**src/rtl/lcd_pkg.sv**
```systemverilog
// rtl/lcd_pkg.sv - shared types and constants for the LCD sequencer
// Purpose: FSM state enum, init ROM byte constants and ROM length.
// Ports: none (package).
package lcd_pkg;

  typedef enum logic [2:0] {
    ST_POWERUP   = 3'd0,
    ST_INIT_LOAD = 3'd1,
    ST_IDLE      = 3'd2,
    ST_SETUP     = 3'd3,
    ST_PULSE     = 3'd4,
    ST_HOLD      = 3'd5,
    ST_FINISH    = 3'd6
  } state_e;

  // Function set 8-bit/2-line, display on, clear, entry mode increment.
  localparam logic [7:0]  INIT_BYTE_0  = 8'h38;
  localparam logic [7:0]  INIT_BYTE_1  = 8'h0C;
  localparam logic [7:0]  INIT_BYTE_2  = 8'h01;
  localparam logic [7:0]  INIT_BYTE_3  = 8'h06;
  localparam int unsigned INIT_ROM_LEN = 4;

endpackage

```
**src/rtl/lcd_init_rom.sv**
```systemverilog
// rtl/lcd_init_rom.sv - combinational init command ROM
// Purpose: maps the init index to the LCD init command byte.
// Ports:
//   idx       in  2  init byte index
//   init_byte out 8  command byte for that index
module lcd_init_rom
  import lcd_pkg::*;
(
  input  logic [1:0] idx,
  output logic [7:0] init_byte
);

  always_comb begin
    case (idx)
      2'd0:    init_byte = INIT_BYTE_0;
      2'd1:    init_byte = INIT_BYTE_1;
      2'd2:    init_byte = INIT_BYTE_2;
      default: init_byte = INIT_BYTE_3;
    endcase
  end

endmodule

```
**src/rtl/lcd_sequencer.sv**
```systemverilog
// rtl/lcd_sequencer.sv - LCD byte write sequencer with power-up init sequence
// Purpose: waits POWERUP_CYCLES after reset, writes the 4-byte init sequence,
//   then serves single-byte user writes issued as a custom instruction.
// Build option: LCD_SEQUENCER_INIT_SEQ_EN enables the power-up wait and init
//   sequence; when undefined reset exits straight to idle and init_done is 1.
// Ports:
//   clk        in   1   clock, rising edge
//   reset      in   1   synchronous active-low reset
//   clk_en     in   1   clock enable; 0 freezes all state
//   start      in   1   request pulse
//   dataA      in   32  bit0 = rs of the user byte
//   dataB      in   32  bits[7:0] = user byte
//   done       out  1   one-cycle completion strobe
//   result     out  32  {23'b0, rs, byte} of the completed user write
//   lcd_rs     out  1   register select
//   lcd_rw     out  1   constant 0 (write only)
//   lcd_en     out  1   enable strobe
//   lcd_data   out  8   data bus
//   init_done  out  1   init sequence completed
module lcd_sequencer
  import lcd_pkg::*;
#(
  parameter int unsigned POWERUP_CYCLES = 2500000,
  parameter int unsigned PULSE_CYCLES   = 100000,
  parameter int unsigned HOLD_CYCLES    = 100000
) (
  input  logic        clk,
  input  logic        reset,
  input  logic        clk_en,
  input  logic        start,
  input  logic [31:0] dataA,
  input  logic [31:0] dataB,
  output logic        done,
  output logic [31:0] result,
  output logic        lcd_rs,
  output logic        lcd_rw,
  output logic        lcd_en,
  output logic [7:0]  lcd_data,
  output logic        init_done
);

  localparam logic [31:0] POWERUP_LAST = 32'(POWERUP_CYCLES - 1);
  localparam logic [31:0] PULSE_LAST   = 32'(PULSE_CYCLES - 1);
  localparam logic [31:0] HOLD_LAST    = 32'(HOLD_CYCLES - 1);

`ifdef LCD_SEQUENCER_INIT_SEQ_EN
  localparam state_e RESET_STATE = ST_POWERUP;
`else
  localparam state_e RESET_STATE = ST_IDLE;
`endif

  state_e      state_q, state_d;
  logic [31:0] cnt_q, cnt_d;
  logic        pend_v_q, pend_v_d;
  logic        pend_rs_q, pend_rs_d;
  logic [7:0]  pend_byte_q, pend_byte_d;
  logic        user_q, user_d;         // byte in flight came from start
  logic        done_q, done_d;
  logic [31:0] result_q, result_d;
  logic        lcd_en_q, lcd_en_d;
  logic        lcd_rs_q, lcd_rs_d;
  logic [7:0]  lcd_data_q, lcd_data_d;
  logic        busy;
  logic        accept;
  logic        unused_bits;

`ifdef LCD_SEQUENCER_INIT_SEQ_EN
  logic [1:0]  idx_q, idx_d;
  logic        init_done_q, init_done_d;
  logic [7:0]  rom_byte;

  lcd_init_rom u_init_rom (
    .idx       (idx_q),
    .init_byte (rom_byte)
  );
`endif

  assign unused_bits = ^{dataA[31:1], dataB[31:8]};

  // One request at a time: pending or already being written blocks a new start.
  assign busy   = pend_v_q | (user_q & (state_q inside {ST_SETUP, ST_PULSE, ST_HOLD, ST_FINISH}));
  assign accept = start & ~busy;

  // State register (plus datapath registers).
  always_ff @(posedge clk) begin
    if (!reset) begin
      state_q     <= RESET_STATE;
      cnt_q       <= '0;
      pend_v_q    <= 1'b0;
      pend_rs_q   <= 1'b0;
      pend_byte_q <= '0;
      user_q      <= 1'b0;
      done_q      <= 1'b0;
      result_q    <= '0;
      lcd_en_q    <= 1'b0;
      lcd_rs_q    <= 1'b0;
      lcd_data_q  <= '0;
`ifdef LCD_SEQUENCER_INIT_SEQ_EN
      idx_q       <= '0;
      init_done_q <= 1'b0;
`endif
    end else if (clk_en) begin
      state_q     <= state_d;
      cnt_q       <= cnt_d;
      pend_v_q    <= pend_v_d;
      pend_rs_q   <= pend_rs_d;
      pend_byte_q <= pend_byte_d;
      user_q      <= user_d;
      done_q      <= done_d;
      result_q    <= result_d;
      lcd_en_q    <= lcd_en_d;
      lcd_rs_q    <= lcd_rs_d;
      lcd_data_q  <= lcd_data_d;
`ifdef LCD_SEQUENCER_INIT_SEQ_EN
      idx_q       <= idx_d;
      init_done_q <= init_done_d;
`endif
    end
  end

  // Next-state logic; the counter restarts from zero on every state change.
  always_comb begin
    state_d = state_q;
    case (state_q)
      ST_POWERUP:   if (cnt_q == POWERUP_LAST) state_d = ST_INIT_LOAD;
      ST_INIT_LOAD: state_d = ST_SETUP;
      ST_IDLE:      if (accept || pend_v_q) state_d = ST_SETUP;
      ST_SETUP:     state_d = ST_PULSE;
      ST_PULSE:     if (cnt_q == PULSE_LAST) state_d = ST_HOLD;
      ST_HOLD:      if (cnt_q == HOLD_LAST) state_d = ST_FINISH;
      ST_FINISH: begin
`ifdef LCD_SEQUENCER_INIT_SEQ_EN
        if (!user_q && (idx_q != 2'(INIT_ROM_LEN - 1))) state_d = ST_INIT_LOAD;
        else                                             state_d = ST_IDLE;
`else
        state_d = ST_IDLE;
`endif
      end
      default:      state_d = RESET_STATE;
    endcase
    cnt_d = (state_d != state_q) ? 32'd0 : cnt_q + 32'd1;
  end

  // Output / datapath logic.
  always_comb begin
    pend_v_d    = pend_v_q;
    pend_rs_d   = pend_rs_q;
    pend_byte_d = pend_byte_q;
    user_d      = user_q;
    done_d      = 1'b0;
    result_d    = result_q;
    lcd_rs_d    = lcd_rs_q;
    lcd_data_d  = lcd_data_q;
`ifdef LCD_SEQUENCER_INIT_SEQ_EN
    idx_d       = idx_q;
    init_done_d = init_done_q;
`endif

    // Outside idle the request waits in the pending register.
    if (accept && state_q != ST_IDLE) begin
      pend_v_d    = 1'b1;
      pend_rs_d   = dataA[0];
      pend_byte_d = dataB[7:0];
    end

    case (state_q)
`ifdef LCD_SEQUENCER_INIT_SEQ_EN
      ST_INIT_LOAD: begin
        lcd_rs_d   = 1'b0;
        lcd_data_d = rom_byte;
        user_d     = 1'b0;
      end
`endif
      ST_IDLE: begin
        if (accept) begin
          lcd_rs_d   = dataA[0];
          lcd_data_d = dataB[7:0];
          user_d     = 1'b1;
        end else if (pend_v_q) begin
          lcd_rs_d   = pend_rs_q;
          lcd_data_d = pend_byte_q;
          pend_v_d   = 1'b0;
          user_d     = 1'b1;
        end
      end
      ST_FINISH: begin
        if (user_q) begin
          done_d   = 1'b1;
          result_d = {23'b0, lcd_rs_q, lcd_data_q};
        end
`ifdef LCD_SEQUENCER_INIT_SEQ_EN
        else if (idx_q == 2'(INIT_ROM_LEN - 1)) init_done_d = 1'b1;
        else                                     idx_d = idx_q + 2'd1;
`endif
      end
      default: ;
    endcase

    lcd_en_d = (state_d == ST_PULSE);
  end

  assign done     = done_q;
  assign result   = result_q;
  assign lcd_rs   = lcd_rs_q;
  assign lcd_rw   = 1'b0;
  assign lcd_en   = lcd_en_q;
  assign lcd_data = lcd_data_q;
`ifdef LCD_SEQUENCER_INIT_SEQ_EN
  assign init_done = init_done_q;
`else
  assign init_done = 1'b1;
`endif

endmodule

```
**config.mk**
```make
export PLATFORM = sky130hd
export DESIGN_NAME = lcd_sequencer
export DESIGN_NICKNAME = d
export VERILOG_FILES = /design/src/rtl/lcd_pkg.sv /design/src/rtl/lcd_init_rom.sv /design/src/rtl/lcd_sequencer.sv
export SDC_FILE = /design/constraint.sdc
export NUM_CORES = 1
export LEC_CHECK = 0
export CORE_MARGIN = 2
export CORE_UTILIZATION = 33
export DETAILED_ROUTE_END_ITERATION = 6
export PLACE_DENSITY = 0.68
export SETUP_SLACK_MARGIN = 0.3
export SYNTH_ARGS = -nofsm -noshare
export SYNTH_HDL_FRONTEND = slang
export SYNTH_SLANG_ARGS = --single-unit
```
**constraint.sdc**
```tcl
create_clock -name clk -period 2.1 [get_ports clk]
set_input_delay 0.315 -clock clk [delete_from_list [all_inputs] [get_ports clk]]
set_output_delay 0.315 -clock clk [all_outputs]
set_load 0.03 [all_outputs]
```
Word level (Yosys, flattened, before mapping). Index checks and enable logic that the tools add are counted.

Bits in registers: 66. Bits in latches: 0. Memory bits (writable): 0. Bits in read-only memories: 0. Input port bits: 68. Output and inout port bits: 45. Word-level logic and storage cells: 53. Memories kept: 0.

Add/subtract/negate cells: 1. $mul: 0. Div/mod/pow operators: 0. Order comparisons: 0. Eq/ne operators: 11. Shift-type cells: 0. Multiplexer cells: 18. Bitwise operators: 4. Reductions and logical operators: 8.

Operators with widths (count): $add 32x1->32 const B (1); $eq 32x17->1 const B (1); $eq 32x22->1 const B (1); $mux 32 (1); $pmux 3 s6 (1); $mux 8 (2); $eq 3x3->1 const B (4); $mux 3 (4); $mux 1 (10); $eq 3x2->1 const B (2); $reduce_and 3->1 (2); $reduce_bool 4->1 (1); $eq 3x1->1 const B (1); $logic_not 3->1 (1); $ne 3x2->1 const B (1); $ne 3x3->1 (1); $and 1x1->1 (2); $reduce_and 2->1 (1); $reduce_bool 2->1 (1); $logic_and 1x1->1 (1); $logic_or 1x1->1 (1); $not 1->1 (1); $or 1x1->1 (1).

Depth between registers and ports, before layout.
Depth after elaboration: 11. Depth in mapped cells: 7. Depth with buffers taken out: 6.

Worst setup path before layout. No wires, ideal clock.

Path kind: flip-flop to flip-flop. Start point: reg cnt_q[0]. End point: reg cnt_q[14]. Library setup time: 0.119 ns. Arrival time: 1.671 ns. Required time: 1.981 ns. Setup slack: 0.310 ns. Cell stages (with the launch flop): 8. Buffers on the path: 1. Period minus slack after synthesis: 1.790 ns. Cell sequence: dfxtp_1 > ha_1 > and3_1 > nand4_2 > o311a_1 > o21ai_4 > buf_6 > a21oi_2.

Cells in the longest elaborated chain, start to end: 5. Elaborated cells between the ends (all ways): 9. Classes of those cells: add/sub: 1; eq/ne: 3; mux: 5.

Ends and longest elaborated chain: from (decl) (line lcd_sequencer.sv:53) `logic [31:0] cnt_q, cnt_d;`; from (signal assigned) (line lcd_sequencer.sv:104) `cnt_q <= cnt_d;`; $eq 32x17->1 / $eq 32x22->1 (equally long branches) (line lcd_sequencer.sv:129, lcd_sequencer.sv:130, lcd_sequencer.sv:125); $mux 3, on equally long branches (line lcd_sequencer.sv:130, lcd_sequencer.sv:125, lcd_sequencer.sv:129); $pmux 3 s6 (line lcd_sequencer.sv:124) `case (state_q)`; $ne 3x3->1 (line lcd_sequencer.sv:141) `cnt_d = (state_d != state_q) ? 32'd0 : cnt_q + 32'd1;`; $mux 32 * (line lcd_sequencer.sv:141).

Every way passes the cells marked *; elsewhere a longest branch is shown, timed or not. A chain may end at the register's enable or synchronous reset.

Final worst setup path.
Start point: reg cnt_q[27]. End point: reg cnt_q[8].

Cells in the longest elaborated chain, start to end: 5. Elaborated cells between the ends (all ways): 8. Classes of those cells: eq/ne: 3; mux: 5.

Ends and longest elaborated chain (line): $eq 32x17->1 / $eq 32x22->1 (equally long branches) (lcd_sequencer.sv:129, lcd_sequencer.sv:130, lcd_sequencer.sv:125); $mux 3, on equally long branches (lcd_sequencer.sv:130, lcd_sequencer.sv:125, lcd_sequencer.sv:129); $pmux 3 s6 * (lcd_sequencer.sv:124); $ne 3x3->1 * (lcd_sequencer.sv:141); $mux 32 * (lcd_sequencer.sv:141).

Marked as above.

==> results by group <==
Critical path
  • CP Data Arrival Time: 2.19 ns
  • Worst setup EP type: register
  • Crit path launch: cnt_q[27]$_SDFFE_PN0P_
  • R2r setup slk: roughly 0.14 ns
  • Source of the worst register-to-register timing path: cnt_q[27]$_SDFFE_PN0P_
  • Startpoint kind of the worst setup timing path: register
  • Length in cells of the worst reg-to-reg path: 7
  • Worst r2r dst: cnt_q[8]$_SDFFE_PN0P_
  • Critical path start-end classification: reg2reg
  • Required time of the critical path: 2.33 ns
  • Top fanout value on the critical path: 12
  • Critical path endpoint: cnt_q[8]$_SDFFE_PN0P_

Placed design
  • Number of port buffers: 32
  • Worst slack at placement: -0.0185 ns
  • Estimated wirelength of the detail-placed design: 5.08 mm
  • Placed Instances: 535
  • Placer Congestion: about 0.81

Cells and area
  • Total inserted antenna cells: 0
  • Filler-free cell count of the finished design: 570
  • Utilization of the core after routing: 0.443
  • Layout overhead on the synthesized area: 31.6%
  • Final-stage net count: 498
  • Fraction of final layout cells sized beyond drive strength 1: 0.279

Clocking
  • Number of clock buffers inserted by TritonCTS: 9
  • Hold_buf cts: 0
  • Num Clock Sinks: 66
  • CTS tree: done
  • Master cell of the clock root buffer: sky130_fd_sc_hd__clkbuf_8
  • Max Root-Sink Buffers: 2
  • Register clock-pin slew on the reported worst setup and hold paths: 0.08 ns
  • Maximum level of the CTS H-tree: 3
  • Clock network latency to the later pin of the worst-skew pair: 0.35 ns

Synth
  • Mapped Avg Cell Area: 9.37 um^2
  • Count of state elements after synthesis: 66
  • Number of distinct standard cells referenced by the synthesized netlist: 48
  • Leading register cell type out of synthesis: sky130_fd_sc_hd__dfxtp_1
  • Cell with the most instances after synthesis: sky130_fd_sc_hd__dfxtp_1
  • Cell taking the most area after synthesis: sky130_fd_sc_hd__dfxtp_1
  • Biggest area contributors in the synthesized netlist: sky130_fd_sc_hd__dfxtp_1 39%, sky130_fd_sc_hd__mux2i_1 8.2%, sky130_fd_sc_hd__a21oi_2 7.9%, sky130_fd_sc_hd__xnor2_1 6.6%, sky130_fd_sc_hd__buf_4 5.7%
  • Fraction of synthesis flops using an asynchronous set or reset pin: 0
  • EDFF count, synth: 0
  • Post-synth top area share: 0.385
  • Synth warn: 0
  • Gate count of the mapped netlist: 366
  • Netlist area before placement: ~0.0034 mm^2
  • Proportion of synthesized chip area in sequential cells: 0.385
  • Top cell types by occurrence after synthesis: 66 x sky130_fd_sc_hd__dfxtp_1, 43 x sky130_fd_sc_hd__nor2_1, 31 x sky130_fd_sc_hd__a21oi_2

Flow run
  • Count of maximum capacitance violations: 0

Floorplan
  • Die boundary height: about 110 um
  • Num ports: approximately 110
  • Starting Density: 0.337
  • Row cnt: 37
  • Die width: roughly 110 um
  • Overall die area: 0.0112 mm^2
  • Core footprint: 0.0102 mm^2

STA
  • Final worst-path setup slack: ~0.14 ns
  • Setup repair after global routing missed its margin: yes
  • Worst-case hold slack: 0.468 ns
  • Max Clock Freq: 510 MHz
  • Number of setup violations in the final report: 0
  • Fin crit share: 0.934
  • Pins Over Slew Limit: 0
  • Final count of hold timing violations: 0
  • Maximum clock skew at final layout: 0.00980 ns
  • Clock period minus worst slack: between 1.5 and 2 ns

Routing
  • Detailed-routing iteration count for the pre-antenna-repair pass: 4
  • Starting DRT DRC Count: 140
  • DRC Markers: 0
  • Post-detailed-route count of antenna-violating nets: 0
  • Ratio of routed vias to standard cells: 4.90
  • Average routed wire per standard cell: 14.2 um
  • Wire length reported by the detailed router: 8.09 mm
  • Via count: 2793

Global route
  • Initial antenna violation count: 0
  • Via count of the first global-routing pass: 2842
  • Residual overflow from global routing: 0
  • Global-route wire length before repair: 13.6 mm
  • Pin count of the biggest net entering global routing: 32
  • Met3 usage: 0.0472
  • Combined global-route utilization of all metal layers: 0.150
  • Met2 usage in global routing: 0.276
  • Busiest layer in global routing: met2
  • M1 GR Usage: 0.165

Outcome
  • Result of the run: finished clean

Pwr
  • Power density relative to cell area: 643 mW/mm^2
  • Worst voltage drop across the vdd grid: 0.334 mV
  • Total power of the final layout: 2.90 mW
  • Leakage power figure: 1.72 nW

Min path
  • Class of the tightest hold or removal check: reg2reg
## routing by layer
layer	routed length, um	vias to the layer above
li1	-	1374
met4	89	0
met1	3340	1332
met2	4210	77
met5	0	-
met3	454	10
## sequential cells by signal (all words and copies together) (netlist names)
name / flops
lcd_rs: 1
done: 1
pend_byte_q: 8
lcd_data: 8
pend_v_q: 1
result: 9
state_q: 3
user_q: 1
lcd_en: 1
pend_rs_q: 1
cnt_q: 32
## placed cells by master, fill, tap and decap left out, types with 2 or more instances in the layout
| master | n |
|---|---|
| sky130_fd_sc_hd__a211oi_1 | 9 |
| sky130_fd_sc_hd__a21oi_1 | 3 |
| sky130_fd_sc_hd__a21oi_2 | 31 |
| sky130_fd_sc_hd__a31oi_1 | 2 |
| sky130_fd_sc_hd__and2_1 | 3 |
| sky130_fd_sc_hd__and3_1 | 4 |
| sky130_fd_sc_hd__and4_1 | 5 |
| sky130_fd_sc_hd__buf_12 | 4 |
| sky130_fd_sc_hd__buf_16 | 3 |
| sky130_fd_sc_hd__buf_4 | 28 |
| sky130_fd_sc_hd__buf_6 | 4 |
| sky130_fd_sc_hd__clkbuf_8 | 10 |
| sky130_fd_sc_hd__clkdlybuf4s50_1 | 31 |
| sky130_fd_sc_hd__clkinvlp_4 | 3 |
| sky130_fd_sc_hd__conb_1 | 25 |
| sky130_fd_sc_hd__dfxtp_1 | 54 |
| sky130_fd_sc_hd__dfxtp_2 | 9 |
| sky130_fd_sc_hd__dfxtp_4 | 3 |
| sky130_fd_sc_hd__inv_1 | 8 |
| sky130_fd_sc_hd__mux2i_1 | 28 |
| sky130_fd_sc_hd__nand2_1 | 15 |
| sky130_fd_sc_hd__nand3_1 | 11 |
| sky130_fd_sc_hd__nand4_1 | 5 |
| sky130_fd_sc_hd__nand4_2 | 2 |
| sky130_fd_sc_hd__nor2_1 | 42 |
| sky130_fd_sc_hd__nor2b_1 | 2 |
| sky130_fd_sc_hd__nor3_1 | 7 |
| sky130_fd_sc_hd__nor3_2 | 2 |
| sky130_fd_sc_hd__nor4_1 | 8 |
| sky130_fd_sc_hd__nor4_4 | 3 |
| sky130_fd_sc_hd__nor4b_4 | 3 |
| sky130_fd_sc_hd__nor4bb_1 | 2 |
| sky130_fd_sc_hd__o2111ai_1 | 2 |
| sky130_fd_sc_hd__o21ai_0 | 3 |
| sky130_fd_sc_hd__o21ai_1 | 2 |
| sky130_fd_sc_hd__o31ai_1 | 2 |
| sky130_fd_sc_hd__xnor2_1 | 26 |
| sky130_fd_sc_hd__xor2_1 | 5 |
## through the flow
stage,instance area (um^2),TNS [ns]
2_1_floorplan,3510,0
3_3_place_gp,3900,-0.000251
3_5_place_dp,3900,-0.0514
4_1_cts,4440,0
5_1_grt,4510,0
6_report,4510,0
## critical path: stages, from the launching register on
cell                      delay (ns)
sky130_fd_sc_hd__dfxtp_1        0.38
sky130_fd_sc_hd__nor4_4         0.34
sky130_fd_sc_hd__nand4_4        0.20
sky130_fd_sc_hd__a211o_1        0.37
sky130_fd_sc_hd__a21oi_4        0.20
sky130_fd_sc_hd__buf_12         0.14
sky130_fd_sc_hd__buf_16         0.15
sky130_fd_sc_hd__a21oi_2        0.07
## where the power goes
| group | internal, mW | switching [mW] | total [mW] |
|---|---|---|---|
| clock network | 0.580 | 0.522 | 1.10 |
| logic | 0.202 | 0.280 | 0.482 |
| registers | 1.28 | 0.0358 | 1.32 |
| total | 2.07 | 0.838 | 2.90 |
## logic make-up after synthesis
family                   count (synthesis)  share of synthesized area
XOR/XNOR                                31                     0.0792
flip-flops                              66                      0.385
other                                    2                    0.00219
multiplexers                            28                     0.0818
AO/OA/AOI/OAI                           65                      0.152
adder cells (fa/ha/maj)                  1                    0.00365
AND/OR/NAND/NOR                        121                      0.196
buffers and inverters                   52                     0.0996
## what timing repair did
action / 4_1_cts / 5_1_grt
buffers inserted: 14 / 1
gates cloned: 4 / 0
pin swaps: 13 / 5
endpoints found under the hold margin: 0 / 0
setup endpoints to repair: 35 / 54
resized for setup: 28 / 16
## worst min-delay path by stage
| stage | startpoint | to | slack, ns | cells after the start |
|---|---|---|---|---|
| global placement | done$_SDFFE_PN0P_ | done$_SDFFE_PN0P_ | 0.46 | 2 |
| finish | done$_SDFFE_PN0P_ | done$_SDFFE_PN0P_ | 0.47 | 2 |
| CTS | done$_SDFFE_PN0P_ | done$_SDFFE_PN0P_ | 0.47 | 2 |
| floorplan | reset | state_q[1]$_SDFFE_PN1P_ | 0.39 | 1 |
| global route | done$_SDFFE_PN0P_ | done$_SDFFE_PN0P_ | 0.51 | 2 |
| detailed placement | done$_SDFFE_PN0P_ | done$_SDFFE_PN0P_ | 0.46 | 2 |
## layout make-up
type,instances,area [um^2]
timing repair buffer,72,773
fill,967,5670
clock buffer,10,138
sequential,66,1340
clock inverter,6,66.3
tap,136,170
inverter,9,33.8
multi-input combinational,271,1990
(Power assumes the default switching activity.)
